$ cat src/rtl/mem_port_arbiter.sv
// rtl/mem_port_arbiter.sv - one-outstanding arbiter sharing a single memory port between fetch and data access
//
// Purpose: grants a unified single-port memory to either the instruction-fetch
// (if_*) or data-access (dm_*) requester, tracks the one outstanding
// transaction and routes its response back to the owner. Data access wins
// conflicts; a starvation guard hands fetch one grant after STARVE_MAX
// consecutive lost arbitrations.
//
// Ports:
//   clock, reset                 - rising-edge clock, synchronous active-high reset
//   if_req/if_addr               - fetch request; if_gnt/if_rvalid/if_rdata back
//   dm_req/dm_we/dm_addr/dm_wdata- data request; dm_gnt/dm_rvalid/dm_rdata back
//   mem_req/mem_we/mem_addr/mem_wdata - request to memory, mem_ready accepts it
//   mem_rvalid/mem_rdata         - memory response (reads and write acks)
//   conflict_cnt                 - saturating count of IDLE cycles with both requesting

module mem_port_arbiter #(
    parameter int ADDR_W     = 9,
    parameter int DATA_W     = 32,
    parameter int STARVE_MAX = 4,
    parameter int CNT_W      = 16
) (
    input  logic              clock,
    input  logic              reset,
    input  logic              if_req,
    input  logic [ADDR_W-1:0] if_addr,
    output logic              if_gnt,
    output logic              if_rvalid,
    output logic [DATA_W-1:0] if_rdata,
    input  logic              dm_req,
    input  logic              dm_we,
    input  logic [ADDR_W-1:0] dm_addr,
    input  logic [DATA_W-1:0] dm_wdata,
    output logic              dm_gnt,
    output logic              dm_rvalid,
    output logic [DATA_W-1:0] dm_rdata,
    output logic              mem_req,
    output logic              mem_we,
    output logic [ADDR_W-1:0] mem_addr,
    output logic [DATA_W-1:0] mem_wdata,
    input  logic              mem_ready,
    input  logic              mem_rvalid,
    input  logic [DATA_W-1:0] mem_rdata,
    output logic [CNT_W-1:0]  conflict_cnt
);

    typedef enum logic [1:0] {
        IDLE    = 2'd0,
        WAIT_IF = 2'd1,
        WAIT_DM = 2'd2
    } state_t;

    state_t     state;
    state_t     state_next;
    logic [3:0] starve_cnt;

    logic idle;
    logic sel_if;
    logic sel_dm;
    logic take_if;
    logic take_dm;

    // Fetch wins only when data is absent or the starvation guard has tripped.
    assign idle    = (state == IDLE);
    assign sel_if  = if_req & (~dm_req | (starve_cnt == 4'(STARVE_MAX)));
    assign sel_dm  = dm_req & ~sel_if;
    assign take_if = idle & sel_if & mem_ready;
    assign take_dm = idle & sel_dm & mem_ready;

    // State register plus the two counters that only move in IDLE.
    always_ff @(posedge clock) begin
        if (reset) begin
            state        <= IDLE;
            starve_cnt   <= 4'd0;
            conflict_cnt <= '0;
        end else begin
            state <= state_next;
            if (idle) begin
                if (take_if || !if_req) begin
                    starve_cnt <= 4'd0;
                end else if (take_dm && starve_cnt != 4'(STARVE_MAX)) begin
                    starve_cnt <= starve_cnt + 4'd1;
                end
                if (if_req && dm_req && conflict_cnt != {CNT_W{1'b1}}) begin
                    conflict_cnt <= conflict_cnt + 1'b1;
                end
            end
        end
    end

    // Next-state logic; a response seen in IDLE (e.g. after reset) is ignored.
    always_comb begin
        state_next = state;
        case (state)
            IDLE: begin
                if (take_if) begin
                    state_next = WAIT_IF;
                end else if (take_dm) begin
                    state_next = WAIT_DM;
                end
            end
            WAIT_IF, WAIT_DM: begin
                if (mem_rvalid) begin
                    state_next = IDLE;
                end
            end
            default: state_next = IDLE;
        endcase
    end

    // Outputs are combinational from state and inputs; reset forces all to 0.
    always_comb begin
        if_gnt    = 1'b0;
        if_rvalid = 1'b0;
        if_rdata  = '0;
        dm_gnt    = 1'b0;
        dm_rvalid = 1'b0;
        dm_rdata  = '0;
        mem_req   = 1'b0;
        mem_we    = 1'b0;
        mem_addr  = '0;
        mem_wdata = '0;
        if (!reset) begin
            case (state)
                IDLE: begin
                    mem_req = if_req | dm_req;
                    if (sel_if) begin
                        mem_addr = if_addr;
                        if_gnt   = mem_ready;
                    end else if (sel_dm) begin
                        mem_we    = dm_we;
                        mem_addr  = dm_addr;
                        mem_wdata = dm_wdata;
                        dm_gnt    = mem_ready;
                    end
                end
                WAIT_IF: begin
                    if_rvalid = mem_rvalid;
                    if_rdata  = mem_rvalid ? mem_rdata : '0;
                end
                WAIT_DM: begin
                    dm_rvalid = mem_rvalid;
                    dm_rdata  = mem_rvalid ? mem_rdata : '0;
                end
                default: ;
            endcase
        end
    end

endmodule
$ cat config.mk
export PLATFORM = sky130hd
export DESIGN_NAME = mem_port_arbiter
export DESIGN_NICKNAME = d
export VERILOG_FILES = /design/src/rtl/mem_port_arbiter.sv
export SDC_FILE = /design/constraint.sdc
export NUM_CORES = 1
export LEC_CHECK = 0
export ABC_CLOCK_PERIOD_IN_PS = 1800
export CORE_ASPECT_RATIO = 1.75
export CORE_MARGIN = 8
export CORE_UTILIZATION = 30
export CTS_CLUSTER_SIZE = 8
export DETAILED_ROUTE_END_ITERATION = 8
export GPL_TIMING_DRIVEN = 0
export PLACE_DENSITY = 0.83
export SYNTH_ARGS = -nofsm -noshare
export SYNTH_HDL_FRONTEND = slang
export SYNTH_SLANG_ARGS = --single-unit
$ cat constraint.sdc
create_clock -name clock -period 1.8 [get_ports clock]
set_input_delay 0.18 -clock clock [delete_from_list [all_inputs] [get_ports clock]]
set_output_delay 0.18 -clock clock [all_outputs]
set_load 0.02 [all_outputs]
==> key figures, run 1 <==
Final layout
  – Non-filler instance count after layout: 605
  – Final Cell Area: 0.004557 mm²
  – Layout fillers: 606
  – P&R area growth vs syn: 115.5%
  – Most frequent cells in the layout: clkdlybuf4s50_1 (102), and2_1 (71), buf_2 (57)
  – Most common cell after layout, fill and taps aside: clkdlybuf4s50_1
  – Final-stage net count: 616
  – Share of layout cells above drive strength 1: 39.04%

Yosys
  – Synth Warn #: 0
  – Synth Area per Inst: 7.192 µm²
  – Yosys top cell by area: and2_1
  – Post-synth ARST share: 0%
  – Area contributors post-synth: and2_1 (29%), dfxtp_1 (21%), a21oi_1 (6.2%), o211ai_1 (4.3%), ha_1 (3.6%)
  – Netlist cell types: 44
  – EDFF count, synth: 0
  – Prevailing post-synth register cell: dfxtp_1
  – FF+latch count, synth: 22
  – Post-Synthesis Cells: 294
  – Synth Cell Area: 0.002115 mm²
  – Register area share after synthesis: 20.83%
  – Post-Syn Nets: 389
  – Top cell type's share of synthesized area: 28.70%

Drt
  – Final WL: 11720 µm
  – Antenna Nets Post-Route: 0
  – DRT Pass-1 Iters: 4
  – DR vias: 3061
  – DRT iter0 DRCs: 101
  – Vias/cell: 5.060
  – DRC viols: 0
  – Routed WL per cell: 19.37 µm

CTS
  – Clock latency on the worst-skew pair: 0.26 ns
  – H-tree lvl count: 1
  – TritonCTS Sinks: 22
  – CTS tree: done
  – Clock buffer depth: 2
  – Hold_buf cts: 0
  – Clk slew on worst S/H paths: 0.06 ns
  – CTS Root Cell: clkbuf_16
  – CTS Buf Count: 3

Pwr
  – Power Total: 1734 µW
  – Worst VDD drop: 0.3201 mV
  – Power Density: 380.6 mW/mm²
  – Leak: 0.002049 µW

Timing
  – Final period utilization: 111.4%
  – Clk_skew: 0.001665 ns
  – Tmin final: 2.005 ns
  – Least-Margin Pin Slew: 0.6535 ns
  – Max_slew headroom: 56.10%
  – Final setup viols: 45
  – Hold Fails Final Rpt: 0
  – Final Slew Violations: 0
  – RSZ-0062 raised after global routing: true
  – Worst Setup Slack, final: -0.2046 ns
  – Max Fclk: 498.9 MHz
  – Min Hold Slack: 0.4629 ns

Placed design
  – Setup WS pre-CTS: -1.029 ns
  – Dpl cell area: 0.004372 mm²
  – Post-DP HPWL: 9547 µm
  – GPL Wtd Cong: 0.8658
  – Port bufs: 215
  – Cells after DPL: 593

Setup path
  – Worst R2R Setup Slack: -0.01 ns
  – Crit-path slowest cell: dfxtp_2
  – Crit Path Class: reg -> out
  – Critical Path Fanout Max: 6
  – CP max stage delay: 0.32 ns
  – Type of origin of the critical path: flop
  – Critical path arrival: 1.82 ns
  – CP required: 1.62 ns
  – CP endpoint kind: output port
  – CP Cell Sequence: inv_2 > ha_4 > nand3b_1 > a21oi_2 > nor3_4 > buf_12 > buf_4 > and2_1 > buf_6

Floorplanning
  – Die H: 127.1 µm
  – Initial Util: 30.84%
  – Die area: 0.01010 mm²
  – I/O pins: 216
  – Row count: 40
  – Core Region: 0.006857 mm²
  – Die Span X: 79.47 µm

GRT
  – Total Routing Usage GR: 20.84%
  – Largest net degree at the start of global routing: 13
  – Global-route wire length before repair: 16780 µm
  – GR Overflow Total: 0
  – Vias in the first global route: 3087
  – Initial antenna violation count: 1

Hold path
  – HP Class: in -> reg

Flow run
  – Max Cap Violations: 0

Status
  – Status: finished with violations
  – Violated checks: setup timing
## cell usage after synthesis (4+ instances only)
| cell | n |
|---|---|
| and2_1 | 97 |
| a21oi_1 | 26 |
| dfxtp_1 | 22 |
| nand2_1 | 17 |
| clkbuf_1 | 16 |
| o211ai_1 | 12 |
| nor2_1 | 9 |
| o21ai_0 | 8 |
| inv_1 | 7 |
| nand4_1 | 7 |
| ha_1 | 6 |
| nor3_1 | 6 |
| nand3_1 | 5 |
| nor2b_1 | 5 |
| nor4_1 | 4 |
## flip-flops by register name, summed over array words and instances (netlist names)
signal / count
conflict_cnt: 16
starve_cnt: 4
state: 2
## worst max-delay path, delay by kind of cell, from the launching register on
kind	cells	cell delay (ns)
simple gates	3	0.36
fa+ha+maj	1	0.14
compound gates	1	0.25
buf+inv	4	0.50
flops	1	0.32
## final cells by class
cell class,instances,area (µm²),share of cell area [%]
buffer,20,173.9,3.817
multi-input combinational,245,1738,38.14
antenna,1,2.502,0.05491
tap,84,105.1,2.306
clock buffer,4,88.84,1.949
timing repair buffer,222,1964,43.11
sequential,22,457.9,10.05
inverter,7,26.28,0.5766
## cells by family after synthesis
| kind of cell | synth area share (%) |
|---|---|
| AND/OR/NAND/NOR | 50.89 |
| XOR/XNOR | 0.8286 |
| multiplexers | 2.544 |
| AO/OA/AOI/OAI | 16.10 |
| adder cells (fa/ha/maj) | 3.550 |
| buffers and inverters | 5.266 |
| flip-flops | 20.83 |
## final timing paths
check                  startpoint                to  depth (start not counted)
setup / recovery    starve_cnt[0]     mem_wdata[24]                          9
hold / removal              reset  conflict_cnt[15]                          4
setup reg to reg         state[0]  conflict_cnt[14]                          7
hold reg to reg   conflict_cnt[8]   conflict_cnt[8]                          2
## power by group
part / switching [µW] / internal [µW] / leakage (µW)
clock network: 183 / 339 / 0.0000442
logic: 311 / 396 / 0.00182
registers: 10.2 / 495 / 0.000184
total: 504 / 1230 / 0.00205
## metal layers
metal  share of wire [%]  up-vias  global-route usage (%)
li1                    -     1480                       -
met1                  32     1413                   19.20
met2                  56      151                   40.21
met3                 9.6       17                   7.725
met4                 2.1        0                   5.708
met5                   0        -                       0
## what timing repair did
item,4_1_cts,5_1_grt
endpoints found under the setup margin,122,123
gates resized for setup,488,132
pin swaps,3,15
cloned,2,0
setup buffers,4,2
## metrics by stage
stage / TNS (ns) / utilization [%]
final: -6.489 / 66.46
after global routing: -9.765 / 66.46
after CTS: -6.469 / 61.57
after detailed placement: -82.44 / 63.76
after global placement: -80.10 / 63.76
after floorplan: 0 / -
Note: power is estimated with default switching activity, not from simulation.
==> run 2: changes to the inputs <==
- GPL_TIMING_DRIVEN: 0 -> not set
==> run 2 against run 1 <==
The run still ends with setup timing left; setup slack got worse by 0.0027 ns; register-to-register slack worse by 0.08 ns; clock skew grew 0.00062 ns; critical path type unchanged; critical endpoint is now if_rdata[4]; highest routed layer unchanged.
==> key figures, run 2 (same netlist as run 1, synthesis figures left out) <==
Drt
  – DRC viols: 0 (unchanged)
  – Vias/cell: 5.241 (+3.6%)
  – DRT iter0 DRCs: 135 (+34%)
  – Final WL: 14770 µm (+26%)
  – Routed WL per cell: 22.38 µm (+16%)
  – DRT Pass-1 Iters: 4 (unchanged)
  – Antenna Nets Post-Route: 0 (unchanged)
  – DR vias: 3459 (+13%)

Timing
  – RSZ-0062 raised after global routing: true
  – Least-Margin Pin Slew: 0.3421 ns (-0.3114 ns)
  – Final period utilization: 111.5% (+0.15 points)
  – Max_slew headroom: 77.00% (+21 points)
  – Max Fclk: 498.2 MHz (-0.13%)
  – Setup TNS: -12.10 ns (-5.607 ns)
  – Hold Fails Final Rpt: 0 (unchanged)
  – Worst Setup Slack, final: -0.2073 ns (-0.002669 ns)
  – Final setup viols: 96 (+110%)
  – Tmin final: 2.007 ns (+0.002669 ns)
  – Min Hold Slack: 0.5234 ns (+0.06051 ns)
  – Final Slew Violations: 0 (unchanged)
  – Clk_skew: 0.002290 ns (+0.0006247 ns)

Final layout
  – Max reg flops: 16 (unchanged)
  – P&R area growth vs syn: 169.4%
  – Layout fillers: 365 (-40%)
  – Largest registers: conflict_cnt: 16 flops, starve_cnt: 4 flops, state: 2 flops
  – Most frequent cells in the layout: clkdlybuf4s50_1 (104), buf_6 (90), and2_4 (67)
  – Most common cell after layout, fill and taps aside: clkdlybuf4s50_1
  – Final-stage net count: 671 (+8.9%)
  – Share of layout cells above drive strength 1: 56.00% (+17 points)
  – Biggest register: conflict_cnt

CTS
  – TritonCTS Sinks: 22 (unchanged)
  – Clock buffer depth: 2 (unchanged)
  – Clk slew on worst S/H paths: 0.06 ns (about the same)
  – CTS Buf Count: 3 (unchanged)
  – CTS tree: done
  – Clock latency on the worst-skew pair: 0.26 ns (about the same)
  – H-tree lvl count: 1 (unchanged)
  – CTS Root Cell: clkbuf_16
  – Hold_buf cts: 0 (unchanged)

Floorplanning
  – Core Region: 0.006857 mm² (unchanged)
  – I/O pins: 216 (unchanged)
  – Initial Util: 30.84% (unchanged)
  – Die area: 0.01010 mm² (unchanged)
  – Die Span X: 79.47 µm (unchanged)
  – Row count: 40 (unchanged)
  – Die H: 127.1 µm (unchanged)

Setup path
  – CP most frequent cell: buf_12
  – Type of origin of the critical path: flop
  – Worst R2R Setup Slack: -0.09 ns (-0.08 ns)
  – Crit Path Class: reg -> out
  – Critical path arrival: 1.83 ns (about the same)
  – Buf+Inv Stages, Crit Path: 5 (+1)
  – Critical Path Fanout Max: 5 (-1)
  – Crit-path slowest cell: dfxtp_2
  – Top delay family on crit path: buffers and inverters
  – CP max stage delay: 0.34 ns (+0.02 ns)
  – CP endpoint kind: output port
  – CP required: 1.62 ns (about the same)
  – CP Cell Sequence: buf_4 > ha_4 > and3b_2 > buf_12 > buf_16 > buf_12 > and2_4 > buf_6

GRT
  – GR Overflow Total: 0 (unchanged)
  – Initial antenna violation count: 1 (unchanged)
  – Largest net degree at the start of global routing: 21 (+8)
  – Global-route wire length before repair: 19670 µm (+17%)
  – Total Routing Usage GR: 24.58% (+3.7 points)
  – Vias in the first global route: 3681 (+19%)

Placed design
  – Port bufs: 215 (unchanged)
  – Post-DP HPWL: 9589 µm (+0.44%)
  – GPL Wtd Cong: 0.8344 (-3.6%)

Flow run
  – Max Cap Violations: 0 (unchanged)

Pwr
  – Power Total: 2073 µW (+20%)
  – Power Density: 363.9 mW/mm² (-4.4%)
  – Worst VDD drop: 0.3123 mV (-2.4%)
  – Leak: 0.002488 µW (+21%)

Hold path
  – HP Class: reg -> reg

Status
  – Status: finished with violations
  – Violated checks: setup timing
run 2: worst min-delay path: stages (launching register included):
cell     delay (ns)
dfxtp_1        0.36
o41ai_2        0.07
a21oi_2        0.04
run 2: metrics by stage:
step           std cells  setup WS (ns)  cell area [µm²]  utilization [%]
2_1_floorplan        294        0.03562             2115                -
3_3_place_gp         617        -0.4064             4662            67.99
3_5_place_dp         617        -0.4459             4662            67.99
4_1_cts              650        -0.2250             5359            78.16
5_1_grt              660        -0.2471             5697            83.08
6_report             660        -0.2073             5697            83.08
run 2: cell type report:
cell class              instances  area (µm²)  area share (%)
clock buffers                   3       75.07           1.318
flip-flops and latches         22       445.4           7.819
inverters                       7       26.28          0.4612
repair buffers                296        3008           52.80
diodes                          1       2.502         0.04393
multi-input cells             246        2004           35.19
clock inverters                 1       30.03          0.5271
well taps                      84       105.1           1.845
run 2: final timing paths:
kind / from / to / cells after the start
max reg2reg: state[0] / conflict_cnt[15] / 8
max: state[0] / if_rdata[4] / 8
min: conflict_cnt[14] / conflict_cnt[14] / 2
min reg2reg: conflict_cnt[14] / conflict_cnt[14] / 2
run 2: report_power, final:
group / switching (µW) / internal [µW]
clock: 195 / 442
sequential: 5.12 / 495
combinational: 400 / 536
total: 600 / 1470
run 2: layer usage:
layer	GRT usage, %	part of all wire, %	up-vias
li1	-	-	1590
met1	22.24	32	1614
met2	47.97	55	205
met3	7.514	8.5	50
met4	9.111	4.3	0
met5	0	0	-
run 2: repair_timing:
| action | CTS | global route |
|---|---|---|
| pin swaps | 42 | 43 |
| gates cloned | 7 | 3 |
| gates resized for setup | 671 | 76 |
| setup buffers | 23 | 11 |
| endpoints found under the hold margin | 0 | 0 |
| endpoints found under the setup margin | 124 | 119 |
